## config.mk

```make
export PLATFORM = sky130hd
export DESIGN_NAME = mmcm_drp_sequencer_flat
export DESIGN_NICKNAME = d
export VERILOG_FILES = /design/src/rtl/mmcm_drp_sequencer_if.sv /design/src/rtl/mmcm_drp_sequencer.sv /design/src/flat_wrapper.sv
export SDC_FILE = /design/constraint.sdc
export NUM_CORES = 1
export LEC_CHECK = 0
export ABC_CLOCK_PERIOD_IN_PS = 2500
export CORE_AREA = 2 2 84 147
export DETAILED_ROUTE_END_ITERATION = 16
export DIE_AREA = 0 0 86 149
export RECOVER_POWER = 50
export SYNTH_ARGS = -nofsm -noshare
export SYNTH_HDL_FRONTEND = slang
export SYNTH_SLANG_ARGS = --single-unit
```

## constraint.sdc

```tcl
create_clock -name dclk -period 2.5 [get_ports dclk]
set_clock_uncertainty 0.05 [all_clocks]
set_input_delay 0.375 -clock dclk [delete_from_list [all_inputs] [get_ports dclk]]
set_output_delay 0.375 -clock dclk [all_outputs]
set_load 0.03 [all_outputs]
```

## src/rtl/mmcm_drp_sequencer_if.sv

```systemverilog
// Register-entry stream feeding the MMCM DRP sequencer.
// One beat = one read-modify-write of a DRP register.
interface mmcm_drp_sequencer_if;
  logic        cfg_valid;
  logic        cfg_ready;
  logic [6:0]  cfg_addr;
  logic [15:0] cfg_mask;
  logic [15:0] cfg_data;
  logic        cfg_last;

  modport master (
    output cfg_valid, cfg_addr, cfg_mask,
    output cfg_data, cfg_last,
    input  cfg_ready
  );

  modport slave (
    input  cfg_valid, cfg_addr, cfg_mask,
    input  cfg_data, cfg_last,
    output cfg_ready
  );
endinterface

```

## src/rtl/mmcm_drp_sequencer.sv

```systemverilog
// MMCM reconfiguration: reset hold, DRP read-modify-write list, relock.
// Define MMCM_DRP_SEQUENCER_TIMEOUT_EN to bound DRDY and lock waits.
module mmcm_drp_sequencer #(
  parameter int RST_HOLD     = 8,
  parameter int LOCK_STABLE  = 4,
  parameter int DRDY_TIMEOUT = 64,
  parameter int LOCK_TIMEOUT = 65535
) (
  input  logic                       dclk,
  input  logic                       rst,
  input  logic                       start,
  mmcm_drp_sequencer_if.slave        cfg,
  output logic [6:0]                 drp_addr,
  output logic [15:0]                drp_di,
  input  logic [15:0]                drp_do,
  output logic                       drp_den,
  output logic                       drp_dwe,
  input  logic                       drp_drdy,
  output logic                       mmcm_rst,
  input  logic                       mmcm_locked,
  output logic                       busy,
  output logic                       done,
  output logic                       error,
  output logic [1:0]                 err_code
);

  typedef enum logic [3:0] {
    IDLE, HOLD, FETCH, RD, RD_WAIT,
    WR, WR_WAIT, RELEASE, WAIT_LOCK, DONE
  } state_t;

  localparam logic [15:0] HOLD_END = 16'(RST_HOLD - 1);
  localparam logic [15:0] LOCK_END = 16'(LOCK_STABLE - 1);

  state_t      state, state_n;
  logic [15:0] cnt;
  logic [15:0] lcnt;
  logic [15:0] mask_q;
  logic [15:0] data_q;
  logic        last_q;
  logic        blank_done;
  logic        to_drdy;
  logic        to_lock;

  // LOCKED is unreliable right after RST drops
  assign blank_done = (cnt >= 16'd2);

  always_comb begin
    state_n       = state;
    busy          = 1'b1;
    done          = 1'b0;
    cfg.cfg_ready = 1'b0;
    drp_den       = 1'b0;
    drp_dwe       = 1'b0;
    mmcm_rst      = 1'b1;
    unique case (state)
      IDLE: begin
        busy     = 1'b0;
        mmcm_rst = 1'b0;
        if (start) state_n = HOLD;
      end
      HOLD: if (cnt == HOLD_END) state_n = FETCH;
      FETCH: begin
        cfg.cfg_ready = 1'b1;
        if (cfg.cfg_valid) state_n = RD;
      end
      RD: begin
        drp_den = 1'b1;
        state_n = RD_WAIT;
      end
      RD_WAIT: begin
        if (drp_drdy)     state_n = WR;
        else if (to_drdy) state_n = IDLE;
      end
      WR: begin
        drp_den = 1'b1;
        drp_dwe = 1'b1;
        state_n = WR_WAIT;
      end
      WR_WAIT: begin
        if (drp_drdy)     state_n = last_q ? RELEASE : FETCH;
        else if (to_drdy) state_n = IDLE;
      end
      RELEASE: begin
        mmcm_rst = 1'b0;
        state_n  = WAIT_LOCK;
      end
      WAIT_LOCK: begin
        mmcm_rst = 1'b0;
        if (blank_done && mmcm_locked && lcnt == LOCK_END)
          state_n = DONE;
        else if (to_lock)
          state_n = IDLE;
      end
      DONE: begin
        mmcm_rst = 1'b0;
        done     = 1'b1;
        state_n  = IDLE;
      end
      default: state_n = IDLE;
    endcase
  end

  always_ff @(posedge dclk) begin
    if (rst) begin
      state    <= IDLE;
      cnt      <= '0;
      lcnt     <= '0;
      drp_addr <= '0;
      drp_di   <= '0;
      mask_q   <= '0;
      data_q   <= '0;
      last_q   <= 1'b0;
    end else begin
      state <= state_n;
      if (state_n != state)    cnt <= '0;
      else if (cnt != 16'hFFFF) cnt <= cnt + 16'd1;
      if (state == WAIT_LOCK && blank_done)
        lcnt <= mmcm_locked ? lcnt + 16'd1 : '0;
      else
        lcnt <= '0;
      if (state == FETCH && cfg.cfg_valid) begin
        drp_addr <= cfg.cfg_addr;
        mask_q   <= cfg.cfg_mask;
        data_q   <= cfg.cfg_data;
        last_q   <= cfg.cfg_last;
      end
      // mask bit 1 keeps the MMCM's current bit
      if (state == RD_WAIT && drp_drdy)
        drp_di <= (drp_do & mask_q) | (data_q & ~mask_q);
    end
  end

`ifdef MMCM_DRP_SEQUENCER_TIMEOUT_EN
  localparam logic [15:0] DRDY_END = 16'(DRDY_TIMEOUT - 1);
  localparam logic [15:0] LOCK_TEND = 16'(LOCK_TIMEOUT - 1);

  logic       err_q;
  logic [1:0] code_q;

  assign to_drdy  = (cnt == DRDY_END);
  assign to_lock  = (cnt == LOCK_TEND);
  assign error    = err_q;
  assign err_code = code_q;

  always_ff @(posedge dclk) begin
    if (rst) begin
      err_q  <= 1'b0;
      code_q <= 2'd0;
    end else begin
      err_q <= 1'b0;
      if (state == IDLE && start) begin
        code_q <= 2'd0;
      end else if (state_n == IDLE &&
                   (state == RD_WAIT || state == WR_WAIT)) begin
        err_q  <= 1'b1;
        code_q <= 2'd1;
      end else if (state_n == IDLE && state == WAIT_LOCK) begin
        err_q  <= 1'b1;
        code_q <= 2'd2;
      end
    end
  end
`else
  assign to_drdy  = 1'b0;
  assign to_lock  = 1'b0;
  assign error    = 1'b0;
  assign err_code = 2'd0;
`endif

endmodule

```

## src/flat_wrapper.sv

```systemverilog
// flat-port wrapper written by rule: the top's interface ports become plain ports
module mmcm_drp_sequencer_flat 
#(
  parameter int RST_HOLD     = 8,
  parameter int LOCK_STABLE  = 4,
  parameter int DRDY_TIMEOUT = 64,
  parameter int LOCK_TIMEOUT = 65535
)
  (dclk, rst, start, drp_addr, drp_di, drp_do, drp_den, drp_dwe, drp_drdy, mmcm_rst, mmcm_locked, busy, done, error, err_code, cfg_cfg_valid, cfg_cfg_addr, cfg_cfg_mask, cfg_cfg_data, cfg_cfg_last, cfg_cfg_ready);
  mmcm_drp_sequencer_if cfg_i ();
  input  logic dclk;
  input  logic rst;
  input  logic start;
  output logic [6:0] drp_addr;
  output logic [15:0] drp_di;
  input  logic [15:0] drp_do;
  output logic drp_den;
  output logic drp_dwe;
  input  logic drp_drdy;
  output logic mmcm_rst;
  input  logic mmcm_locked;
  output logic busy;
  output logic done;
  output logic error;
  output logic [1:0] err_code;
  input wire logic [$bits(cfg_i.cfg_valid)-1:0] cfg_cfg_valid;
  input wire logic [$bits(cfg_i.cfg_addr)-1:0] cfg_cfg_addr;
  input wire logic [$bits(cfg_i.cfg_mask)-1:0] cfg_cfg_mask;
  input wire logic [$bits(cfg_i.cfg_data)-1:0] cfg_cfg_data;
  input wire logic [$bits(cfg_i.cfg_last)-1:0] cfg_cfg_last;
  output wire logic [$bits(cfg_i.cfg_ready)-1:0] cfg_cfg_ready;
  assign cfg_i.cfg_valid = cfg_cfg_valid;
  assign cfg_i.cfg_addr = cfg_cfg_addr;
  assign cfg_i.cfg_mask = cfg_cfg_mask;
  assign cfg_i.cfg_data = cfg_cfg_data;
  assign cfg_i.cfg_last = cfg_cfg_last;
  assign cfg_cfg_ready = cfg_i.cfg_ready;
  mmcm_drp_sequencer #(.RST_HOLD(RST_HOLD), .LOCK_STABLE(LOCK_STABLE), .DRDY_TIMEOUT(DRDY_TIMEOUT), .LOCK_TIMEOUT(LOCK_TIMEOUT)) u_core (.dclk(dclk), .rst(rst), .start(start), .cfg(cfg_i), .drp_addr(drp_addr), .drp_di(drp_di), .drp_do(drp_do), .drp_den(drp_den), .drp_dwe(drp_dwe), .drp_drdy(drp_drdy), .mmcm_rst(mmcm_rst), .mmcm_locked(mmcm_locked), .busy(busy), .done(done), .error(error), .err_code(err_code));
endmodule
```

==> flow_metrics.env <==
export IMPL_post_dp_hpwl_um=7140
export IMPL_holdBufCountCts=0
export IMPL_syn_area_per_cell_um2=8.37
export IMPL_fmax_ghz=0.413
export IMPL_gp_congestion=0.821
export IMPL_wirelength_um=9820
export IMPL_clockBufferDepth=2
export IMPL_clock_latency_ns=0.33
export IMPL_port_buffers=90
export IMPL_rr_worst_depth=5
export IMPL_root_buffer="clkbuf_16"
export IMPL_p_sw_share_pct=22.2
export IMPL_power_frac_comb_pct=6.7
export IMPL_min_path_cells=2
export IMPL_finalSetupTns_ns=0
export IMPL_netlist_area_mm2=0.00400
export IMPL_drc=0
export IMPL_min_period_ns=2.42
export IMPL_cp_max_fo=14
export IMPL_ys_types=43
export IMPL_status="complete, no violations"
export IMPL_yosysSeqAreaShare_pct=46.1
export IMPL_arrival_ns=2.00
export IMPL_rsz0062_at_grt="no"
export IMPL_leakagePower_nw=1.79
export IMPL_cts_tree="yes"
export IMPL_power_frac_clock_pct=42.4
export IMPL_ant_nets=0
export IMPL_synth_top_cell_area_share_pct=46.1
export IMPL_cts_buffers=9
export IMPL_grt_pass1_wl_um=16400
export IMPL_drv_slew=0
export IMPL_coreArea_mm2=0.0117
export IMPL_drt_iter0_drc=81
export IMPL_place_inst=686
export IMPL_htree_levels=3
export IMPL_peakVddDrop_mv=0.293
export IMPL_yosys_area_top_type="dfxtp_1"
export IMPL_row_count=53
export IMPL_p_per_area_mw_per_mm2=549
export IMPL_via_per_inst=5.10
export IMPL_relSlewSlack_pct=45.6
export IMPL_dieArea_mm2=0.0128
export IMPL_synthCells=478
export IMPL_yosys_top_cells_area="dfxtp_1, nand2_1, a21oi_1"
export IMPL_grt_max_degree=41
export IMPL_end_kind="output port"
export IMPL_clock_sinks=92
export IMPL_fin_cells=702
export IMPL_yosysWarnings=0
export IMPL_areaGrowthSynthToFinish_pct=32.4
export IMPL_start_kind="flop"
export IMPL_multi_input_area_mm2=0.00199
export IMPL_critical_path_class="flop to output port"
export IMPL_die_w_um=86
export IMPL_drive_gt1_share_pct=7.26
export IMPL_grt_overflow=0
export IMPL_grt_pass1_vias=3509
export IMPL_worst_slew_pin_slew_ns=0.816
export IMPL_seq_area_mm2=0.00184
export IMPL_nNetsFinal=625
export IMPL_wire_per_inst_um=14.0
export IMPL_firstDrtPassIters=4
export IMPL_antenna_found_initial=0
export IMPL_vias=3582
export IMPL_hold_violations=0
export IMPL_setup_violations=0
export IMPL_hold_class="flop to flop"
export IMPL_ys_ff_latch=92
export IMPL_initial_core_util_pct=34.1
export IMPL_critPathRequiredTime_ns=2.08
export IMPL_ios=94
export IMPL_intPower_mw=2.26
export IMPL_die_y_um=149
export IMPL_period_share_pct=96.8
export IMPL_clk_pin_slew_worst_paths_ns=0.06
export IMPL_antenna_cells=0
export IMPL_pwr_share_seq_pct=50.9
export IMPL_n_fill_cell=1155
export IMPL_cap_violations=0
export IMPL_grt_util_all_layers_pct=15.8
export IMPL_p_sw_uw=646
[critical path: stages (launching register included)]
cell	delay [ns]
dfxtp_1	0.43
or4_1	0.60
clkdlybuf4s50_1	0.63
[cells in the mapped netlist (all sizes together)]
master   number
a21oi        45
o2111a        1
buf           5
nand3b        1
nor3         21
nor4b         4
o21ai         6
nand3        10
nand2b        3
o21bai        1
conb          1
and3b         1
clkbuf       27
dfxtp        92
or4           4
nor2b         2
xnor2        20
and3          2
a221oi        1
nand2        90
nor2         48
and2          1
nor4         14
o2111ai       1
a31oi         2
a211oi       19
xor2          4
ha            3
mux2i        16
and4          2
nor3b         5
o31a          1
nand4         7
a32oi         1
or2           2
or3           5
inv          10
[through the flow]
step / power (mW) / util, % / worst slack (ns) / instance area, µm² / hold WS (ns)
after CTS: 2.96 / 45.1 / 0.0154 / 5290 / 0.405
after global routing: 3.04 / 45.1 / 0.00241 / 5290 / 0.424
after global placement: 1.71 / 42.8 / 0.201 / 5020 / 0.393
after detailed placement: 1.71 / 42.8 / 0.162 / 5020 / 0.396
after floorplan: 1.59 / - / 0.392 / 4010 / 0.386
final: 2.91 / 45.1 / 0.0789 / 5290 / 0.401
[registers in the layout, indices dropped and copies added, names as in the netlist]
register,flops
u_core.mask_q,16
u_core.state,4
u_core.last_q,1
u_core.lcnt,16
u_core.drp_di,16
u_core.cnt,16
u_core.data_q,16
u_core.drp_addr,7
[area by class of cell]
| cell class | count | area share, % |
|---|---|---|
| Inverter | 10 | 0.709 |
| Multi-Input combinational cell | 346 | 37.7 |
| Timing Repair Buffer | 101 | 18.5 |
| Sequential cell | 92 | 34.8 |
| Clock inverter | 5 | 0.709 |
| Tap cell | 137 | 3.24 |
| Clock buffer | 11 | 4.40 |
[final timing paths]
path,to,startpoint,slack [ns]
hold / removal,u_core.drp_addr[5],u_core.drp_addr[5],0.40
setup reg to reg,u_core.cnt[2],u_core.state[3],0.25
setup / recovery,busy,u_core.state[3],0.08
hold reg to reg,u_core.drp_addr[5],u_core.drp_addr[5],0.40
[power by group through the flow]
stage	Clock (mW)	Sequential (mW)	Combinational, mW
5_1_grt	1.36	1.48	0.210
3_3_place_gp	0	1.51	0.194
4_1_cts	1.28	1.48	0.199
3_5_place_dp	0	1.51	0.197
6_report	1.23	1.48	0.195
2_1_floorplan	0	1.51	0.0846
[routing by layer]
layer / part of all wire, % / vias to the layer above / track usage [%]
li1: - / 1803 / -
met1: 42 / 1680 / 18.7
met2: 51 / 87 / 27.8
met3: 5.3 / 12 / 3.93
met4: 1.5 / 0 / 5.00
met5: 0 / - / 0
[cell families after synthesis]
kind of cell / after synthesis / synth area share [%]
buffers and inverters: 42 / 4.44
muxes: 16 / 4.00
AOI/OAI and AO/OA: 78 / 11.8
and+or+nand+nor: 222 / 27.4
other: 1 / 0.0938
xor gates and xnor gates: 24 / 5.26
DFF: 92 / 46.1
adders and majority gates: 3 / 0.939
[timing repair]
item / in CTS / in global routing
resized for setup: 0 / 4
setup buffers: 0 / 0
setup endpoints to repair: 0 / 4
[placed cells by master (no fill, tap or decap), types with 5 or more instances in the layout]
cell type,synthesis,routed
dfxtp_1,92,92
nand2_1,90,90
clkdlybuf4s50_1,0,61
nor2_1,48,48
a21oi_1,45,45
dlygate4sd3_1,0,24
xnor2_1,20,20
a211oi_1,19,19
mux2i_1,16,16
nor4_1,13,13
nor3_1,11,11
inv_1,10,10
nand3_1,10,10
nor3_2,10,10
clkbuf_16,0,9
buf_4,3,8
nand4_1,7,7
nor3b_1,5,5
or3_1,5,5
o21ai_0,5,5
(Power assumes the default switching activity.)
